### src/rtl/pipe_mul.sv
// pipe_mul: WIDTH x WIDTH multiplier, STAGES register stages from operand capture to result.
// Define PIPE_MUL_HIGH_EN to build MULH/MULHSU/MULHU; without it only the low half (MUL) exists.
module pipe_mul #(
    parameter int unsigned WIDTH  = 32,
    parameter int unsigned STAGES = 2
) (
    input  logic             clk,
    input  logic             rst_n,
    input  logic             stall,
    input  logic             flush,
    input  logic             in_valid,
    input  logic [1:0]       op,
    input  logic [WIDTH-1:0] opA,
    input  logic [WIDTH-1:0] opB,
    output logic             out_valid,
    output logic [WIDTH-1:0] result
);
`ifdef PIPE_MUL_HIGH_EN
    localparam int unsigned PW = 2 * WIDTH;
`else
    localparam int unsigned PW = WIDTH;
`endif

    logic [WIDTH-1:0] a1_q;
    logic [WIDTH-1:0] b1_q;
    logic             v1_q;
    logic [PW-1:0]    prod_c;
    logic [PW-1:0]    fin_prod_c;
    logic             fin_v_c;
    logic [WIDTH-1:0] result_d;

    // Stage 1: operand capture; valid is killed by flush even while stalled
    always_ff @(posedge clk) begin
        if (!rst_n) begin
            a1_q <= '0;
            b1_q <= '0;
            v1_q <= 1'b0;
        end else begin
            if (!stall) begin
                a1_q <= opA;
                b1_q <= opB;
            end
            if (flush) begin
                v1_q <= 1'b0;
            end else if (!stall) begin
                v1_q <= in_valid;
            end
        end
    end

`ifdef PIPE_MUL_HIGH_EN
    logic [1:0]                op1_q;
    logic [1:0]                fin_op_c;
    logic signed [WIDTH:0]     ext_a_c;
    logic signed [WIDTH:0]     ext_b_c;
    logic signed [2*WIDTH+1:0] full_c;
    logic                      unused_full_c;

    always_ff @(posedge clk) begin
        if (!rst_n) begin
            op1_q <= 2'b00;
        end else if (!stall) begin
            op1_q <= op;
        end
    end

    // opA is signed for MULH/MULHSU, opB only for MULH
    always_comb begin
        ext_a_c = {(op1_q == 2'b01 || op1_q == 2'b10) && a1_q[WIDTH-1], a1_q};
        ext_b_c = {(op1_q == 2'b01) && b1_q[WIDTH-1], b1_q};
        full_c  = (2*WIDTH+2)'(ext_a_c) * (2*WIDTH+2)'(ext_b_c);
        prod_c  = full_c[PW-1:0];
    end

    assign unused_full_c = ^full_c[2*WIDTH+1:2*WIDTH];
`else
    logic unused_op_c;

    always_comb begin
        prod_c = a1_q * b1_q;
    end

    assign unused_op_c = ^op;
`endif

    if (STAGES > 2) begin : g_mid
        localparam int unsigned NMID = STAGES - 2;

        logic [PW-1:0]   mid_q [NMID];
        logic [NMID-1:0] midv_q;
`ifdef PIPE_MUL_HIGH_EN
        logic [1:0]      midop_q [NMID];
`endif

        always_ff @(posedge clk) begin
            if (!rst_n) begin
                for (int unsigned i = 0; i < NMID; i++) begin
                    mid_q[i] <= '0;
`ifdef PIPE_MUL_HIGH_EN
                    midop_q[i] <= 2'b00;
`endif
                end
                midv_q <= '0;
            end else begin
                if (!stall) begin
                    mid_q[0] <= prod_c;
`ifdef PIPE_MUL_HIGH_EN
                    midop_q[0] <= op1_q;
`endif
                    for (int unsigned i = 1; i < NMID; i++) begin
                        mid_q[i] <= mid_q[i-1];
`ifdef PIPE_MUL_HIGH_EN
                        midop_q[i] <= midop_q[i-1];
`endif
                    end
                end
                if (flush) begin
                    midv_q <= '0;
                end else if (!stall) begin
                    midv_q[0] <= v1_q;
                    for (int unsigned i = 1; i < NMID; i++) begin
                        midv_q[i] <= midv_q[i-1];
                    end
                end
            end
        end

        assign fin_prod_c = mid_q[NMID-1];
        assign fin_v_c    = midv_q[NMID-1];
`ifdef PIPE_MUL_HIGH_EN
        assign fin_op_c   = midop_q[NMID-1];
`endif
    end else begin : g_nomid
        assign fin_prod_c = prod_c;
        assign fin_v_c    = v1_q;
`ifdef PIPE_MUL_HIGH_EN
        assign fin_op_c   = op1_q;
`endif
    end

    // Half selection: MUL takes the low half, every other op the high half
    always_comb begin
        result_d = fin_prod_c[WIDTH-1:0];
`ifdef PIPE_MUL_HIGH_EN
        if (fin_op_c != 2'b00) begin
            result_d = fin_prod_c[2*WIDTH-1:WIDTH];
        end
`endif
    end

    always_ff @(posedge clk) begin
        if (!rst_n) begin
            result    <= '0;
            out_valid <= 1'b0;
        end else begin
            if (!stall) begin
                result <= result_d;
            end
            if (flush) begin
                out_valid <= 1'b0;
            end else if (!stall) begin
                out_valid <= fin_v_c;
            end
        end
    end

endmodule

### config.mk
export PLATFORM = sky130hd
export DESIGN_NAME = pipe_mul
export DESIGN_NICKNAME = d
export VERILOG_FILES = /design/src/rtl/pipe_mul.sv
export SDC_FILE = /design/constraint.sdc
export NUM_CORES = 1
export LEC_CHECK = 0
export BUFFER_PORTS_ARGS = -buffer_cell sky130_fd_sc_hd__clkbuf_2
export CORE_UTILIZATION = 30
export CTS_BUF_LIST = sky130_fd_sc_hd__clkbuf_2
export CTS_CLUSTER_SIZE = 25
export DETAILED_ROUTE_END_ITERATION = 6
export GPL_TIMING_DRIVEN = 1
export PLACE_DENSITY = 0.49
export SLEW_MARGIN = 20
export SYNTH_ARGS = -nofsm -noshare
export SYNTH_HDL_FRONTEND = slang
export SYNTH_SLANG_ARGS = --single-unit
### constraint.sdc
create_clock -name clk -period 7.8 [get_ports clk]
set_clock_uncertainty 0.15 [all_clocks]
set_input_delay 0.39 -clock clk [delete_from_list [all_inputs] [get_ports clk]]
set_output_delay 0.39 -clock clk [all_outputs]
set_load 0.02 [all_outputs]
==> impl_metrics.json, run 1 <==
{
  "first_iter_violations": 536,
  "hold_buffers": 79,
  "critPathMaxStageDelay_ns": 0.85,
  "critPathLaunchType": "flip-flop",
  "leakagePower_nw": 10.2,
  "grt_pass1_vias": 15100,
  "gp_congestion": 0.821,
  "final_common_cell": "fa_1",
  "antenna_found_initial": 1,
  "core-area_mm2": 0.0643,
  "die_h_um": 257,
  "grt_overflow": 0,
  "start_util": 0.303,
  "port_buffers": 101,
  "syn_to_final_growth_pct": 13.2,
  "ys_seq_elements": 98,
  "grt_pass1_wl_um": 86500,
  "die_x_um": 257,
  "drive_above_1_share": 0.0857,
  "dp.cells": 2977,
  "clock_sinks": 98,
  "cp.arrival_ns": 7.78,
  "layout_common_cells": "408 x fa_1, 382 x and2_1, 364 x inv_1",
  "wl_per_cell_um": 17.8,
  "clock_latency_ns": 0.73,
  "wl_um": 54600,
  "post_cts_buffers": 0,
  "cts-root-buf": "clkbuf_2",
  "worst_pin_slew_ns": 1.04,
  "timing.final.crit_share": 0.932,
  "hold_path_class": "in2reg",
  "syn-num-nets": 2677,
  "outcome": "finished clean",
  "track_usage": 0.171,
  "critPathRequiredTime_ns": 8.31,
  "fin_cells": 3073,
  "peakVddDrop_v": 0.0000846,
  "cts.reportedPaths.clkPinSlew_ns": 0.32,
  "ant_nets": 0,
  "syn_inst": 2075,
  "period_minus_slack_ns": 7.27,
  "dp_hpwl_um": 45500,
  "whs_ns": 0.240,
  "tns_ns": 0,
  "row_count": 93,
  "h-tree-depth": 3,
  "io_pins": 104,
  "vias": 14000,
  "yosysWarnings": 0,
  "synth_top_flop_cell": "dfxtp_1",
  "synth-edff-count": 0,
  "max-slew-margin-rel": 0.310,
  "cts_tree": "built",
  "clock.fmax_mhz": 138,
  "path_cells": "buf_4 -> and2_1 -> fa_1 -> inv_1 -> fa_1 -> fa_1 -> inv_1 -> fa_1 -> inv_1 -> fa_1 -> inv_1 -> fa_1 -> fa_1 -> fa_1 -> ha_1 -> nand2_1 -> nor3_1 -> nand3_1 -> a21oi_1 -> o22ai_1 -> xnor2_1 -> o211a_1",
  "drcViolationCount": 0,
  "slew_viol_final": 0,
  "avgSynthCellArea_um2": 9.40,
  "clock_path_buffers": 2,
  "dr.pass1.iters": 5,
  "cts-buffers-inserted": 9,
  "utilization": 0.343,
  "fin_area_mm2": 0.0221,
  "syn_area_mm2": 0.0195,
  "powerDensity_mw_per_mm2": 106,
  "worstPathMaxFanout": 13,
  "cp_common_cell": "fa_1",
  "grt_setup_unrepaired": "false",
  "dpl-instance-area_mm2": 0.0211,
  "setup_viol": 0,
  "via_per_inst": 4.55,
  "synthArstFlopShare": 0,
  "cap_violations": 0,
  "synth-seq-area-share": 0.101,
  "path_class": "reg2reg",
  "grt_max_degree": 116,
  "dieArea_mm2": 0.0661,
  "cts_resized": 0,
  "worst_path_max_delay_cell": "dfxtp_1",
  "hold_viol": 0,
  "critPathCaptureType": "flip-flop",
  "nets": 2814,
  "synth_cell_types": 51
}
[final timing paths]
| kind | start | endpoint | slack (ns) | cells past startpoint |
|---|---|---|---|---|
| worst max-delay path | b1_q[8] | result[31] | 0.53 | 22 |
| worst min-delay path | rst_n | result[16] | 0.24 | 3 |
| worst max register to register | b1_q[8] | result[31] | 0.53 | 22 |
| worst min register to register | result[19] | result[19] | 0.37 | 2 |
[cells in the mapped netlist, drive strengths merged, types with 22 or more instances]
library cell	number	area, µm²
dfxtp	98	1960
o21ai	22	110
clkbuf	110	414
inv	364	1370
xnor2	56	513
a21oi	23	115
nor2b	71	444
nand2	195	739
ha	123	1540
fa	408	8170
mux2i	71	711
and2	382	2390
[critical path, delay by kind of cell, from the launching register on]
family | cells | cell delay [ns]
flops | 1 | 0.85
fa+ha+maj | 9 | 4.20
buf+inv | 5 | 0.57
xor+xnor | 1 | 0.15
compound gates | 3 | 0.55
simple gates | 4 | 0.69
[metrics by stage]
step	power [W]	setup WS, ns
3_5_place_dp	0.00201	0.561
4_1_cts	0.00239	0.488
3_3_place_gp	0.00200	0.554
6_report	0.00233	0.533
2_1_floorplan	0.00152	1.00
5_1_grt	0.00254	0.189
[per-layer routing]
layer	global-route usage	routed length [µm]
met4	0.0503	1340
met2	0.307	28300
met1	0.218	23700
met5	0	0
met3	0.0116	1240
[sequential cells by signal, indices dropped and copies added, names as in the netlist]
| signal | flops |
|---|---|
| a1_q | 32 |
| b1_q | 32 |
| result | 32 |
| fin_v_c | 1 |
| out_valid | 1 |
[kinds of logic after synthesis]
| family | after synthesis | synth area share |
|---|---|---|
| muxes | 71 | 0.0364 |
| adders and majority gates | 531 | 0.497 |
| xor gates and xnor gates | 75 | 0.0355 |
| AOI/OAI and AO/OA | 109 | 0.0374 |
| buffers and inverters | 479 | 0.0924 |
| and+or+nand+nor | 712 | 0.200 |
| DFF | 98 | 0.101 |
[power breakdown]
group | switching [W] | internal [W]
clock network | 0.000219 | 0.000110
logic | 0.000771 | 0.000579
registers | 0.0000940 | 0.000558
total | 0.00108 | 0.00125
[layout make-up]
cell class,count,area (µm²)
fillers,6697,42300
multi-input cells,1498,15700
flip-flops and latches,98,1960
repair buffers,241,1790
inverters,364,1370
well taps,855,1070
clock inverters,7,98.8
clock buffers,9,45.0
diodes,1,2.50
Power figures use the tool's default switching activity.
==> run 2: changes to the inputs <==
--- a/config.mk
+++ b/config.mk
@@ -5,7 +5,8 @@
 export SDC_FILE = /design/constraint.sdc
 export NUM_CORES = 1
 export LEC_CHECK = 0
-export BUFFER_PORTS_ARGS = -buffer_cell sky130_fd_sc_hd__clkbuf_2
+export BUFFER_PORTS_ARGS = -buffer_cell sky130_fd_sc_hd__buf_2
+export CORE_MARGIN = 2
 export CORE_UTILIZATION = 30
 export CTS_BUF_LIST = sky130_fd_sc_hd__clkbuf_2
 export CTS_CLUSTER_SIZE = 25
==> run 2 against run 1 <==
  * First-iteration DRC count is 11% higher
  * Non-clock buffer count is 8 lower
  * Die area is 1.6% higher
  * Global-route usage hardly changed
  * Clock-buffer cell count is 2 higher
  * Maximum frequency is 1.1% lower
  * Worst hold slack better by 0.0064 ns
  * Register-to-register slack worse by 0.08 ns
  * Design area is 0.37% lower
  * Sequential power is 0.8% higher
  * Core utilization is 0.13 points lower
  * Largest power group unchanged
==> impl_metrics.json, run 2 (synthesized netlist as in run 1, its figures left out) <==
{
  "grt_pass1_vias": 15600,
  "wl_per_cell_um": 17.8,
  "cts-root-buf": "clkbuf_2",
  "utilization": 0.342,
  "critPathCaptureType": "flip-flop",
  "period_minus_slack_ns": 7.34,
  "grt_pass1_wl_um": 88400,
  "start_util": 0.303,
  "powerDensity_mw_per_mm2": 104,
  "h-tree-depth": 3,
  "first_iter_violations": 593,
  "cts.reportedPaths.clkPinSlew_ns": 0.30,
  "row_count": 93,
  "wl_um": 54400,
  "grt_setup_unrepaired": "false",
  "dp_hpwl_um": 45400,
  "track_usage": 0.171,
  "worst_pin_slew_ns": 1.05,
  "worstPathMaxFanout": 15,
  "timing.final.crit_share": 0.942,
  "antenna_found_initial": 1,
  "cp.arrival_ns": 7.77,
  "reg2reg_slack_ns": 0.46,
  "layout_common_cells": "408 x fa_1, 382 x and2_1, 364 x inv_1",
  "die_h_um": 259,
  "drive_above_1_share": 0.0856,
  "tns_ns": 0,
  "p_comb_frac": 0.590,
  "port_buffers": 101,
  "nets": 2806,
  "path_class": "reg2reg",
  "max-slew-margin-rel": 0.303,
  "vias": 13900,
  "hold_viol": 0,
  "setup_viol": 0,
  "cap_violations": 0,
  "netSwitchingFraction": 0.469,
  "cts-buffers-inserted": 9,
  "grt_overflow": 0,
  "clock_sinks": 98,
  "final_common_cell": "fa_1",
  "critPathRequiredTime_ns": 8.23,
  "clock_path_buffers": 2,
  "fillers": 6623,
  "clock_latency_ns": 0.73,
  "via_per_inst": 4.54,
  "p_clk_frac": 0.123,
  "dr.pass1.iters": 5,
  "io_pins": 104,
  "syn_to_final_growth_pct": 12.7,
  "leakagePower_nw": 10.2,
  "critPathLaunchType": "flip-flop",
  "slew_viol_final": 0,
  "gp_congestion": 0.834,
  "p_seq_frac": 0.286,
  "reg.largest.list": "a1_q x32, b1_q x32, result x32",
  "die_x_um": 259,
  "outcome": "finished clean",
  "internal_power_w": 0.00122,
  "peakVddDrop_v": 0.0000709,
  "clock.fmax_mhz": 136,
  "drcViolationCount": 0,
  "hold_path_class": "in2reg",
  "core-area_mm2": 0.0643,
  "ant_nets": 0,
  "cts_tree": "built",
  "dieArea_mm2": 0.0671,
  "grt_max_degree": 116,
  "power.switching_w": 0.00108
}
[run 2: power by group through the flow]
| stage | sequential, W | clock [W] | combinational [W] |
|---|---|---|---|
| 2_1_floorplan | 0.000643 | 0 | 0.000880 |
| 3_5_place_dp | 0.000668 | 0 | 0.00136 |
| 6_report | 0.000657 | 0.000283 | 0.00136 |
| 5_1_grt | 0.000669 | 0.000322 | 0.00151 |
| 3_3_place_gp | 0.000666 | 0 | 0.00134 |
| 4_1_cts | 0.000659 | 0.000303 | 0.00139 |
[run 2: layout make-up]
cell class | count | area, µm² | share of cell area
multi-input cells | 1498 | 15700 | 0.716
flip-flops and latches | 98 | 1970 | 0.0894
repair buffers | 233 | 1730 | 0.0786
inverters | 364 | 1370 | 0.0621
well taps | 855 | 1070 | 0.0486
clock inverters | 5 | 61.3 | 0.00279
clock buffers | 11 | 55.1 | 0.00250
diodes | 1 | 2.50 | 0.000114
[run 2: final timing paths]
| kind | cells after the start | end | start |
|---|---|---|---|
| hold reg to reg | 1 | result[5] | result[5] |
| setup / recovery | 22 | result[28] | b1_q[6] |
| hold / removal | 3 | result[16] | rst_n |
| setup reg to reg | 22 | result[28] | b1_q[6] |
[run 2: repair_timing]
item                                    in CTS  in global routing
gates resized for setup                      0                  2
hold buffers                                75                  0
hold endpoints to repair                    70                  0
endpoints found under the setup margin       0                  3
setup buffers                                0                  0
[run 2: through the flow]
step,std cells,instance area [µm²],hold WS [ns],worst slack (ns),total power [W]
2_1_floorplan,2075,19500,0.310,1.00,0.00152
3_3_place_gp,2973,21100,0.320,0.446,0.00201
3_5_place_dp,2973,21100,0.322,0.404,0.00202
4_1_cts,3064,22000,0.153,0.318,0.00236
5_1_grt,3065,22000,0.198,0.0531,0.00250
6_report,3065,22000,0.247,0.456,0.00230
[run 2: critical path, cell delays in order (launching register included)]
cell and delay, ns:
dfxtp_1 0.83, and2_1 0.25, fa_1 0.45, fa_1 0.51
fa_1 0.52, inv_1 0.05, fa_1 0.48, inv_1 0.05
fa_1 0.49, inv_1 0.06, fa_1 0.53, inv_1 0.05
fa_1 0.38, fa_1 0.51, ha_1 0.41, a21o_1 0.14
a21o_1 0.13, a31oi_1 0.13, a21o_1 0.20, a31o_2 0.25
a311oi_2 0.29, mux2i_1 0.22, o311ai_1 0.11
[run 2: per-layer routing]
metal  up-vias  global-route usage  wire, µm
met2       202               0.307     27900
met5         -                   0         0
li1       6449                   -         -
met3        60              0.0119      1310
met1      7218               0.218     23500
met4         0              0.0552      1670
==> run 3: changes to the inputs <==
--- a/config.mk
+++ b/config.mk
@@ -6,7 +6,7 @@
 export NUM_CORES = 1
 export LEC_CHECK = 0
 export BUFFER_PORTS_ARGS = -buffer_cell sky130_fd_sc_hd__buf_2
-export CORE_MARGIN = 2
+export CORE_MARGIN = 5
 export CORE_UTILIZATION = 30
 export CTS_BUF_LIST = sky130_fd_sc_hd__clkbuf_2
 export CTS_CLUSTER_SIZE = 25
==> run 3 against run 2 <==
  * First-iteration DRC count down 1.2%
  * Combinational power about the same
  * Final cell count down 0.39%
  * Sequential share of layout area about the same
  * Clock power up 13%
  * Via count down 0.45%
  * Sequential cell count unchanged
  * Critical path depth unchanged
  * Non-clock buffer count down 12
  * Die area up 4.7%
  * Global-route usage down 1.2 points
  * Worst hold slack worse by 0.032 ns
  * Critical endpoint is now result[31]
==> impl_metrics.json, run 3 (synthesized netlist as in run 1, its figures left out) <==
{
  "fin_area_mm2": 0.0219,
  "syn_to_final_growth_pct": 12.4,
  "start_util": 0.303,
  "path_cells": "and2_1 -> fa_1 -> fa_1 -> fa_1 -> inv_1 -> fa_1 -> inv_1 -> fa_1 -> inv_1 -> fa_1 -> inv_1 -> fa_1 -> fa_1 -> ha_1 -> and3_1 -> nand3_1 -> nor3_1 -> nand3_1 -> a21oi_1 -> o22ai_1 -> xnor2_1 -> o211a_1",
  "dpl-instance-area_mm2": 0.0211,
  "cp.arrival_ns": 7.82,
  "critPathLaunchType": "flip-flop",
  "worst_path_max_delay_cell": "dfxtp_1",
  "cts-buffers-inserted": 9,
  "grt_setup_unrepaired": "false",
  "cp_num_buf_inv": 4,
  "ant_nets": 0,
  "nets": 2794,
  "outcome": "finished clean",
  "hold_path_class": "in2reg",
  "post_cts_buffers": 0,
  "grt_overflow": 0,
  "dieArea_mm2": 0.0702,
  "critPathMaxStageDelay_ns": 0.86,
  "hold_buffers": 69,
  "crit_end": "result[31]",
  "cts_tree": "built",
  "max-slew-margin-rel": 0.357,
  "dp_hpwl_um": 45300,
  "utilization": 0.340,
  "port_buffers": 101,
  "cts-root-buf": "clkbuf_2",
  "leakagePower_nw": 10.1,
  "cts_resized": 0,
  "core-area_mm2": 0.0645,
  "fillers": 6735,
  "row_count": 93,
  "clock_latency_ns": 0.78,
  "peakVddDrop_v": 0.0000839,
  "dr.pass1.iters": 6,
  "wl_um": 55100,
  "h-tree-depth": 3,
  "drcViolationCount": 0,
  "layout_common_cells": "408 x fa_1, 382 x and2_1, 364 x inv_1",
  "r2r_start": "b1_q[6]",
  "cp.depth": 22,
  "track_usage": 0.159,
  "setup_viol": 0,
  "hold_viol": 0,
  "gp_congestion": 0.832,
  "multi_input_area_mm2": 0.0157,
  "grt_pass1_vias": 15300,
  "slew_viol_final": 0,
  "final_common_cell": "fa_1",
  "clock.fmax_mhz": 136,
  "period_minus_slack_ns": 7.34,
  "first_iter_violations": 586,
  "clock_sinks": 98,
  "worst_pin_slew_ns": 0.963,
  "reg.largest.list": "a1_q x32, b1_q x32, result x32",
  "r2r_end": "result[31]",
  "startpoint": "b1_q[6]",
  "critPathRequiredTime_ns": 8.27,
  "crit_family": "adder cells",
  "critPathCaptureType": "flip-flop",
  "reg2regPathDepth": 22,
  "worstPathMaxFanout": 13,
  "vias": 13900,
  "die_h_um": 265,
  "timing.final.crit_share": 0.941,
  "seq_area_mm2": 0.00196,
  "grt_max_degree": 89,
  "tns_ns": 0,
  "cp_common_cell": "fa_1",
  "cap_violations": 0,
  "clock_path_buffers": 2,
  "io_pins": 104,
  "die_x_um": 265,
  "antenna_found_initial": 2,
  "reg2reg_slack_ns": 0.46,
  "grt_pass1_wl_um": 88200,
  "powerDensity_mw_per_mm2": 106,
  "wl_per_cell_um": 18.0,
  "path_class": "reg2reg",
  "cts.reportedPaths.clkPinSlew_ns": 0.38,
  "drive_above_1_share": 0.0815,
  "via_per_inst": 4.54
}
-- run 3: report_power, final --
part           total, W  leakage [nW]  switching, W  internal [W]
logic           0.00134          9.26      0.000773      0.000571
registers      0.000653         0.807     0.0000954      0.000558
clock network  0.000321        0.0756      0.000216      0.000105
total           0.00232          10.1       0.00108       0.00123
-- run 3: cell type report --
class	instances	share of cell area
clock buffer	10	0.00228
timing repair buffer	221	0.0751
clock inverter	5	0.00365
inverter	364	0.0623
sequential	98	0.0895
antenna	2	0.000228
multi-input combinational	1498	0.718
tap	855	0.0488
-- run 3: worst min path at each step --
stage	start	to	slack, ns	cells after the start
2_1_floorplan	fin_v_c	out_valid	0.31	2
3_3_place_gp	fin_v_c	out_valid	0.32	2
3_5_place_dp	result[5]	result[5]	0.32	1
4_1_cts	opB[22]	b1_q[22]	0.13	4
5_1_grt	opB[22]	b1_q[22]	0.15	4
6_report	opB[22]	b1_q[22]	0.22	4
-- run 3: per-layer routing --
| layer | share of wire | vias up | track usage | wire [µm] |
|---|---|---|---|---|
| li1 | - | 6415 | - | - |
| met1 | 0.44 | 7219 | 0.211 | 24200 |
| met2 | 0.52 | 193 | 0.287 | 28500 |
| met3 | 0.022 | 39 | 0.00953 | 1220 |
| met4 | 0.022 | 0 | 0.0397 | 1230 |
| met5 | 0 | - | 0 | 0 |
-- run 3: worst min-delay path: cells and delay by family --
| family | cells | cell delay [ns] |
|---|---|---|
| simple gates | 1 | 0.10 |
| buf+inv | 2 | 0.62 |
| mux | 1 | 0.05 |
-- run 3: through the flow --
| step | hold WS, ns | total power [W] | setup slack, ns | instances |
|---|---|---|---|---|
| after floorplan | 0.310 | 0.00152 | 1.00 | 2075 |
| after global placement | 0.319 | 0.00200 | 0.582 | 2967 |
| after detailed placement | 0.317 | 0.00202 | 0.519 | 2967 |
| after CTS | 0.126 | 0.00238 | 0.463 | 3051 |
| after global routing | 0.149 | 0.00252 | 0.157 | 3052 |
| final | 0.215 | 0.00232 | 0.458 | 3053 |
